===== config.mk =====
export PLATFORM = sky130hd
export DESIGN_NAME = wb_merge_flat
export DESIGN_NICKNAME = d
export VERILOG_FILES = /design/src/rtl/wb_merge_if.sv /design/src/rtl/wb_merge.sv /design/src/flat_wrapper.sv
export SDC_FILE = /design/constraint.sdc
export NUM_CORES = 1
export LEC_CHECK = 0
export BUFFER_PORTS_ARGS = -buffer_cell sky130_fd_sc_hd__buf_4
export CORE_ASPECT_RATIO = 2
export CORE_MARGIN = 4
export CORE_UTILIZATION = 30
export DETAILED_ROUTE_END_ITERATION = 16
export HOLD_SLACK_MARGIN = 0.1
export PLACE_DENSITY_LB_ADDON = 0.3
export RECOVER_POWER = 100
export SLEW_MARGIN = 20
export SYNTH_ARGS = -nofsm -noshare
export SYNTH_HDL_FRONTEND = slang
export SYNTH_SLANG_ARGS = --single-unit
export TNS_END_PERCENT = 100

===== constraint.sdc =====
create_clock -name clk -period 6.1 [get_ports clk]
set_input_delay 0.61 -clock clk [delete_from_list [all_inputs] [get_ports clk]]
set_output_delay 0.61 -clock clk [all_outputs]
set_load 0.1 [all_outputs]

===== src/rtl/wb_merge_if.sv =====
// rtl/wb_merge_if.sv - producer/writeback bundle for wb_merge
//
// Purpose: groups the per-channel producer handshake and the register-file
// write port so one interface instance connects producers, wb_merge and the
// register file.
//
// Signals:
//   ch_valid  [NUM_CH]    per-channel result valid          (master -> slave)
//   ch_ready  [NUM_CH]    per-channel FIFO can accept       (slave  -> master)
//   ch_rd     [NUM_CH*5]  destination register, ch i at [5i+:5]
//   ch_data   [NUM_CH*32] raw result / aligned load word, ch i at [32i+:32]
//   ch_fmt    [NUM_CH*3]  RISC-V funct3 load format, ch i at [3i+:3]
//   ch_off    [NUM_CH*2]  byte offset within ch_data, ch i at [2i+:2]
//   rf_we                 register-file write enable       (slave -> master)
//   rf_rd     [5]         register-file write address
//   rf_wdata  [32]        register-file write data
//   busy                  any FIFO non-empty or rf_we high
//
// Modports: master = producers / register-file side, slave = wb_merge.

interface wb_merge_if #(
  parameter int NUM_CH = 3
);
  logic [NUM_CH-1:0]    ch_valid;
  logic [NUM_CH-1:0]    ch_ready;
  logic [NUM_CH*5-1:0]  ch_rd;
  logic [NUM_CH*32-1:0] ch_data;
  logic [NUM_CH*3-1:0]  ch_fmt;
  logic [NUM_CH*2-1:0]  ch_off;
  logic                 rf_we;
  logic [4:0]           rf_rd;
  logic [31:0]          rf_wdata;
  logic                 busy;

  modport master (
    output ch_valid, ch_rd, ch_data, ch_fmt, ch_off,
    input  ch_ready, rf_we, rf_rd, rf_wdata, busy
  );

  modport slave (
    input  ch_valid, ch_rd, ch_data, ch_fmt, ch_off,
    output ch_ready, rf_we, rf_rd, rf_wdata, busy
  );
endinterface


===== src/rtl/wb_merge.sv =====
// rtl/wb_merge.sv - multi-channel writeback merge onto one register-file port
//
// Purpose: NUM_CH producers push {rd, data, fmt, off} into per-channel FIFOs.
// A round-robin arbiter pops one entry per cycle, applies RISC-V load
// formatting (LB/LH/LBU/LHU, otherwise pass-through) and registers the result
// onto the register-file write port. Writes to x0 are popped but not enabled.
//
// Ports:
//   clk    in  clock, rising edge
//   rst_n  in  asynchronous active-low reset
//   flush  in  synchronous clear of all FIFOs and the pending write
//   bus    wb_merge_if.slave: ch_valid/ch_ready/ch_rd/ch_data/ch_fmt/ch_off
//          per channel, rf_we/rf_rd/rf_wdata write port, busy

module wb_merge #(
  parameter  int NUM_CH = 3,
  parameter  int DEPTH  = 2,
  localparam int CW     = $clog2(DEPTH + 1)
) (
  input  logic      clk,
  input  logic      rst_n,
  input  logic      flush,
  wb_merge_if.slave bus
);

  localparam int AW = (DEPTH > 1) ? $clog2(DEPTH) : 1;
  localparam int PW = (NUM_CH > 1) ? $clog2(NUM_CH) : 1;

  typedef struct packed {
    logic [4:0]  rd;
    logic [31:0] data;
    logic [2:0]  fmt;
    logic [1:0]  off;
  } entry_t;

  // FIFO storage and pointers
  entry_t        mem_q    [NUM_CH][DEPTH];
  entry_t        mem_d    [NUM_CH][DEPTH];
  logic [AW-1:0] wr_ptr_q [NUM_CH];
  logic [AW-1:0] wr_ptr_d [NUM_CH];
  logic [AW-1:0] rd_ptr_q [NUM_CH];
  logic [AW-1:0] rd_ptr_d [NUM_CH];
  logic [CW-1:0] count_q  [NUM_CH];
  logic [CW-1:0] count_d  [NUM_CH];

  // Arbiter and output registers
  logic [PW-1:0] rr_ptr_q, rr_ptr_d;
  logic          rf_we_q, rf_we_d;
  logic [4:0]    rf_rd_q, rf_rd_d;
  logic [31:0]   rf_wdata_q, rf_wdata_d;

  logic [NUM_CH-1:0] full;
  logic [NUM_CH-1:0] nonempty;
  logic [NUM_CH-1:0] push;
  logic [NUM_CH-1:0] pop;
  logic              grant_vld;
  logic [PW-1:0]     grant_idx;
  entry_t            head;

  function automatic logic [31:0] format_load(input entry_t e);
    logic [31:0] byte_sh;
    logic [31:0] half_sh;
    byte_sh = e.data >> {e.off, 3'b000};
    half_sh = e.data >> {e.off[1], 4'b0000};
    case (e.fmt)
      3'b000:  format_load = {{24{byte_sh[7]}}, byte_sh[7:0]};
      3'b001:  format_load = {{16{half_sh[15]}}, half_sh[15:0]};
      3'b100:  format_load = {24'h0, byte_sh[7:0]};
      3'b101:  format_load = {16'h0, half_sh[15:0]};
      default: format_load = e.data;
    endcase
  endfunction

  // Status from registered counts only, so ch_ready never sees ch_valid.
  always_comb begin
    for (int i = 0; i < NUM_CH; i++) begin
      full[i]     = (count_q[i] == CW'(DEPTH));
      nonempty[i] = (count_q[i] != '0);
    end
  end

  // Round-robin search starting one past the last granted channel.
  always_comb begin : arb
    logic [PW-1:0] cand;
    grant_vld = 1'b0;
    grant_idx = rr_ptr_q;
    cand      = '0;
    for (int k = 1; k <= NUM_CH; k++) begin
      cand = PW'((int'(rr_ptr_q) + k) % NUM_CH);
      if (!grant_vld && nonempty[cand]) begin
        grant_vld = 1'b1;
        grant_idx = cand;
      end
    end
  end

  assign head = mem_q[grant_idx][rd_ptr_q[grant_idx]];

  always_comb begin
    for (int i = 0; i < NUM_CH; i++) begin
      push[i] = bus.ch_valid[i] && !full[i] && !flush;
      pop[i]  = grant_vld && (grant_idx == PW'(i)) && !flush;
    end
  end

  // FIFO next state
  always_comb begin
    mem_d = mem_q;
    for (int i = 0; i < NUM_CH; i++) begin
      wr_ptr_d[i] = wr_ptr_q[i];
      rd_ptr_d[i] = rd_ptr_q[i];
      count_d[i]  = count_q[i];
      if (flush) begin
        wr_ptr_d[i] = '0;
        rd_ptr_d[i] = '0;
        count_d[i]  = '0;
      end else begin
        if (push[i]) begin
          mem_d[i][wr_ptr_q[i]].rd   = bus.ch_rd[5*i +: 5];
          mem_d[i][wr_ptr_q[i]].data = bus.ch_data[32*i +: 32];
          mem_d[i][wr_ptr_q[i]].fmt  = bus.ch_fmt[3*i +: 3];
          mem_d[i][wr_ptr_q[i]].off  = bus.ch_off[2*i +: 2];
          wr_ptr_d[i] = wr_ptr_q[i] + AW'(1);
        end
        if (pop[i]) begin
          rd_ptr_d[i] = rd_ptr_q[i] + AW'(1);
        end
        case ({push[i], pop[i]})
          2'b10:   count_d[i] = count_q[i] + CW'(1);
          2'b01:   count_d[i] = count_q[i] - CW'(1);
          default: count_d[i] = count_q[i];
        endcase
      end
    end
  end

  // Write-port next state; address/data hold when nothing is granted.
  always_comb begin
    rf_we_d    = 1'b0;
    rf_rd_d    = rf_rd_q;
    rf_wdata_d = rf_wdata_q;
    rr_ptr_d   = rr_ptr_q;
    if (!flush && grant_vld) begin
      rf_we_d    = (head.rd != 5'd0);
      rf_rd_d    = head.rd;
      rf_wdata_d = format_load(head);
      rr_ptr_d   = grant_idx;
    end
  end

  // Entry storage carries no reset; validity is tracked by count_q.
  always_ff @(posedge clk) begin
    mem_q <= mem_d;
  end

  always_ff @(posedge clk or negedge rst_n) begin
    if (!rst_n) begin
      for (int i = 0; i < NUM_CH; i++) begin
        wr_ptr_q[i] <= '0;
        rd_ptr_q[i] <= '0;
        count_q[i]  <= '0;
      end
      rr_ptr_q   <= PW'(NUM_CH - 1);
      rf_we_q    <= 1'b0;
      rf_rd_q    <= 5'd0;
      rf_wdata_q <= 32'd0;
    end else begin
      for (int i = 0; i < NUM_CH; i++) begin
        wr_ptr_q[i] <= wr_ptr_d[i];
        rd_ptr_q[i] <= rd_ptr_d[i];
        count_q[i]  <= count_d[i];
      end
      rr_ptr_q   <= rr_ptr_d;
      rf_we_q    <= rf_we_d;
      rf_rd_q    <= rf_rd_d;
      rf_wdata_q <= rf_wdata_d;
    end
  end

  assign bus.ch_ready = ~full;
  assign bus.rf_we    = rf_we_q;
  assign bus.rf_rd    = rf_rd_q;
  assign bus.rf_wdata = rf_wdata_q;
  assign bus.busy     = (|nonempty) | rf_we_q;

endmodule


===== src/flat_wrapper.sv =====
// flat-port wrapper written by rule: the top's interface ports become plain ports
module wb_merge_flat 
#(
  parameter  int NUM_CH = 3,
  parameter  int DEPTH  = 2,
  localparam int CW     = $clog2(DEPTH + 1)
)
  (clk, rst_n, flush, bus_ch_valid, bus_ch_rd, bus_ch_data, bus_ch_fmt, bus_ch_off, bus_ch_ready, bus_rf_we, bus_rf_rd, bus_rf_wdata, bus_busy);
  wb_merge_if #(.NUM_CH(NUM_CH)) bus_i ();
  input  logic clk;
  input  logic rst_n;
  input  logic flush;
  input wire logic [$bits(bus_i.ch_valid)-1:0] bus_ch_valid;
  input wire logic [$bits(bus_i.ch_rd)-1:0] bus_ch_rd;
  input wire logic [$bits(bus_i.ch_data)-1:0] bus_ch_data;
  input wire logic [$bits(bus_i.ch_fmt)-1:0] bus_ch_fmt;
  input wire logic [$bits(bus_i.ch_off)-1:0] bus_ch_off;
  output wire logic [$bits(bus_i.ch_ready)-1:0] bus_ch_ready;
  output wire logic [$bits(bus_i.rf_we)-1:0] bus_rf_we;
  output wire logic [$bits(bus_i.rf_rd)-1:0] bus_rf_rd;
  output wire logic [$bits(bus_i.rf_wdata)-1:0] bus_rf_wdata;
  output wire logic [$bits(bus_i.busy)-1:0] bus_busy;
  assign bus_i.ch_valid = bus_ch_valid;
  assign bus_i.ch_rd = bus_ch_rd;
  assign bus_i.ch_data = bus_ch_data;
  assign bus_i.ch_fmt = bus_ch_fmt;
  assign bus_i.ch_off = bus_ch_off;
  assign bus_ch_ready = bus_i.ch_ready;
  assign bus_rf_we = bus_i.rf_we;
  assign bus_rf_rd = bus_i.rf_rd;
  assign bus_rf_wdata = bus_i.rf_wdata;
  assign bus_busy = bus_i.busy;
  wb_merge #(.NUM_CH(NUM_CH), .DEPTH(DEPTH)) u_core (.clk(clk), .rst_n(rst_n), .flush(flush), .bus(bus_i));
endmodule

==> summary.txt <==
post-DP HPWL -> 29.1 mm
area delta synth->final -> 17.4%
status -> complete, but fails checks
Synth Warn # -> 0
first-pass GRT wire length -> 57.8 mm
drt drc -> 0
Post-CTS Hold Buffers -> 0
Iteration-0 DRC Markers -> 512
Mapped Area -> 12900 sq um
Max-slew headroom -> -114%
Final TNS setup -> 0 ns
crit path capture type -> flip-flop
wirelength, routed -> 40.1 mm
PostCTS Resize Cnt -> 0
Max Used Layer -> met4
WP data required -> 6.50 ns
Core Area -> 42600 sq um
Mean Syn Cell Area -> 13.5 sq um
RD Place Congestion -> 0.937
WS Path Type -> reg2reg
Synth Area in Adders -> 0.387%
Synth cell types -> 71
failing checks -> capacitance limit, slew limit
largest family of logic cells by synthesized area -> compound AO/OA/AOI/OAI gates
Non-Filler Instances -> 1689
Synthesized Nets -> 1091
post-synthesis simple-gate area fraction -> 10.3%
Min-Delay Path Depth -> 1
Chip Height -> 302 microns
Fin Clk Skew -> 0.0182 ns
Main synth FF type -> edfxtp_1
f_max -> 0.186 GHz
xor/xnor share of the synthesized area -> 0.745%
FP Rows -> 107
clk_lat worst skew -> 0.56 ns
worst path arrival time -> 5.79 ns
Post-synth EDFFs -> 252
met2 wire len -> 22.1 mm
post-CTS setup buffer count -> 0
setup ws final -> 0.712 ns
antenna cell count -> 0
RSZ-0062 raised after global routing -> no
Post-Synthesis Cells -> 955
Met1 Wirelength -> 13.8 mm
via count -> 8583
layout cell share with drive strength beyond 1 -> 13.5%
DR vias/cell -> 5.08
multiplexer share of the synthesized area -> 6.84%
ys async rst share -> 17.1%
Util after Layout -> 35.7%
DRT Pass-1 Iters -> 5
drt wl/cell -> 23.7 microns
WL met3 -> 1.85 mm
io pins -> 174
CTS tree -> built
register area share after synthesis -> 68.6%
min Tclk post-route -> 5.39 ns
Setup WS pre-CTS -> 0.679 ns
compound-gate portion of the synthesized area -> 11.1%
placed cell count -> 1641
Worst-path clk slew -> 0.07 ns
# H-tree levels -> 1
clk sinks -> 304
largest net degree at the start of global routing -> 53
Layout Nets -> 1261
Setup-failing EPs final -> 0
PortBufs -> 173
final slew viol count -> 259
max_cap viols -> 7
Worst Setup Start Kind -> flip-flop
die area -> 46700 sq um
total gr overflow -> 0
CP max FO -> 15
worst hold path type -> in2reg
initial antenna violation count -> 0
antenna viol nets, final -> 0
final critical-path share of the clock period -> 88.3%
Worst Tran Pin Value -> 3.21 ns
Initial Util -> 30.4%
clk buf depth -> 3
Final Hold Fails -> 0
total CTS buffers -> 27
#FFs+latches synth -> 304
vias in the first global route -> 9141
Die Width -> 155 microns
CTS Root Cell -> clkbuf_16
GRT Overall Usage -> 16.7%
R2R cell count -> 13
==> cell type report <==
class,instances,area (sq um)
Fill cell,4303,27400
Sequential cell,304,8870
Multi-Input combinational cell,589,3740
Timing Repair Buffer,198,1020
Tap cell,545,682
Clock buffer,28,679
Clock inverter,20,165
Inverter,5,18.8
==> final timing paths <==
kind | start | endpoint | slack, ns
max | u_core.rr_ptr_q[0] | u_core.bus.rf_wdata[10] | 0.71
min | bus_ch_data[82] | u_core.mem_q[65] | 0.26
max reg2reg | u_core.rr_ptr_q[0] | u_core.bus.rf_wdata[10] | 0.71
min reg2reg | u_core.bus.rf_rd[0] | u_core.bus.rf_rd[0] | 0.48
max in group asynchronous | rst_n | u_core.bus.rf_wdata[31] | 3.28
min in group asynchronous | rst_n | u_core.count_q[2] | 1.08
==> flip-flops by register name, indices dropped and copies added, names as in the netlist <==
name                 cells
u_core.rr_ptr_q          2
u_core.count_q           6
u_core.bus.rf_rd         5
u_core.bus.rf_wdata     32
u_core.rd_ptr_q          3
u_core.bus.rf_we         1
u_core.wr_ptr_q          3
u_core.mem_q           252
==> cell usage in the layout (no fill, tap or decap), types with 24 or more instances in the layout <==
cell type / netlist / routed
nand2_1: 120 / 120
dfrtp_1: 51 / 51
nand3_1: 22 / 30
a211oi_1: 33 / 34
clkbuf_1: 30 / 128
nor2_1: 43 / 42
a21oi_1: 91 / 90
clkbuf_16: 0 / 27
edfxtp_1: 252 / 252
buf_4: 1 / 24
mux2i_1: 63 / 63
clkbuf_4: 0 / 46
==> metal layers <==
metal  vias up  global-route usage (%)
li1       3954                       -
met1      4223                    17.2
met2       298                    31.8
met3       108                    2.61
met4         0                    9.16
met5         -                       0
==> Yosys cell counts, types with 2 or more instances <==
library cell | instances | area [sq um]
edfxtp_1 | 252 | 7570
nand2_1 | 120 | 450
a21oi_1 | 91 | 455
mux2i_1 | 63 | 631
dfrtp_1 | 51 | 1280
nor2_1 | 43 | 161
a211oi_1 | 33 | 248
clkbuf_1 | 30 | 113
nand3_1 | 22 | 110
nor2b_1 | 21 | 131
mux2_2 | 20 | 225
o22ai_1 | 18 | 113
o21ai_0 | 17 | 85.1
and2_1 | 12 | 75.1
buf_1 | 12 | 45.0
buf_2 | 11 | 55.1
nand3_2 | 10 | 100
nor3_1 | 9 | 45.0
o211ai_1 | 9 | 67.6
xor2_1 | 7 | 61.3
nand2b_1 | 6 | 37.5
o311ai_0 | 6 | 52.6
o32ai_1 | 6 | 52.6
or3_1 | 6 | 37.5
inv_1 | 5 | 18.8
ha_1 | 4 | 50.1
nor3b_1 | 4 | 30.0
o2bb2ai_1 | 4 | 35.0
xnor2_1 | 4 | 35.0
a221oi_1 | 3 | 26.3
a2bb2oi_1 | 3 | 26.3
and4_1 | 3 | 26.3
buf_6 | 3 | 33.8
nor4_1 | 3 | 18.8
a31oi_1 | 2 | 12.5
a32oi_1 | 2 | 17.5
nand4_1 | 2 | 12.5
nand4b_1 | 2 | 17.5
o211a_1 | 2 | 20.0
o21a_1 | 2 | 15.0
or2_2 | 2 | 12.5
==> cells by family (layout without fill, tap and decap cells) <==
| group | Yosys count | after routing |
|---|---|---|
| XOR/XNOR | 11 | 11 |
| flip-flops | 304 | 304 |
| multiplexers | 85 | 85 |
| adder cells (fa/ha/maj) | 4 | 4 |
| AO/OA/AOI/OAI | 218 | 218 |
| AND/OR/NAND/NOR | 271 | 271 |
| buffers and inverters | 62 | 251 |
==> worst max-delay path, cell delays in order, from the launching register on <==
cell,delay [ns]
dfrtp_1,0.44
inv_1,0.09
ha_1,0.34
nor3b_1,0.31
a211oi_1,0.16
or4_1,0.69
or3_1,0.42
a21oi_1,1.03
a221oi_1,0.24
mux2_4,0.43
mux2_2,0.30
o22ai_1,0.10
a211oi_2,0.54
a211oi_1,0.14
==> stage by stage <==
step | area, sq um | hold slack [ns]
2_1_floorplan | 12900 | 0.314
3_3_place_gp | 14900 | 0.471
3_5_place_dp | 14900 | 0.474
4_1_cts | 15800 | 0.138
5_1_grt | 15200 | 0.245
6_report | 15200 | 0.256
Power is not shown: default switching activity piles up to over one toggle a cycle in this logic, so the estimate is an artifact.
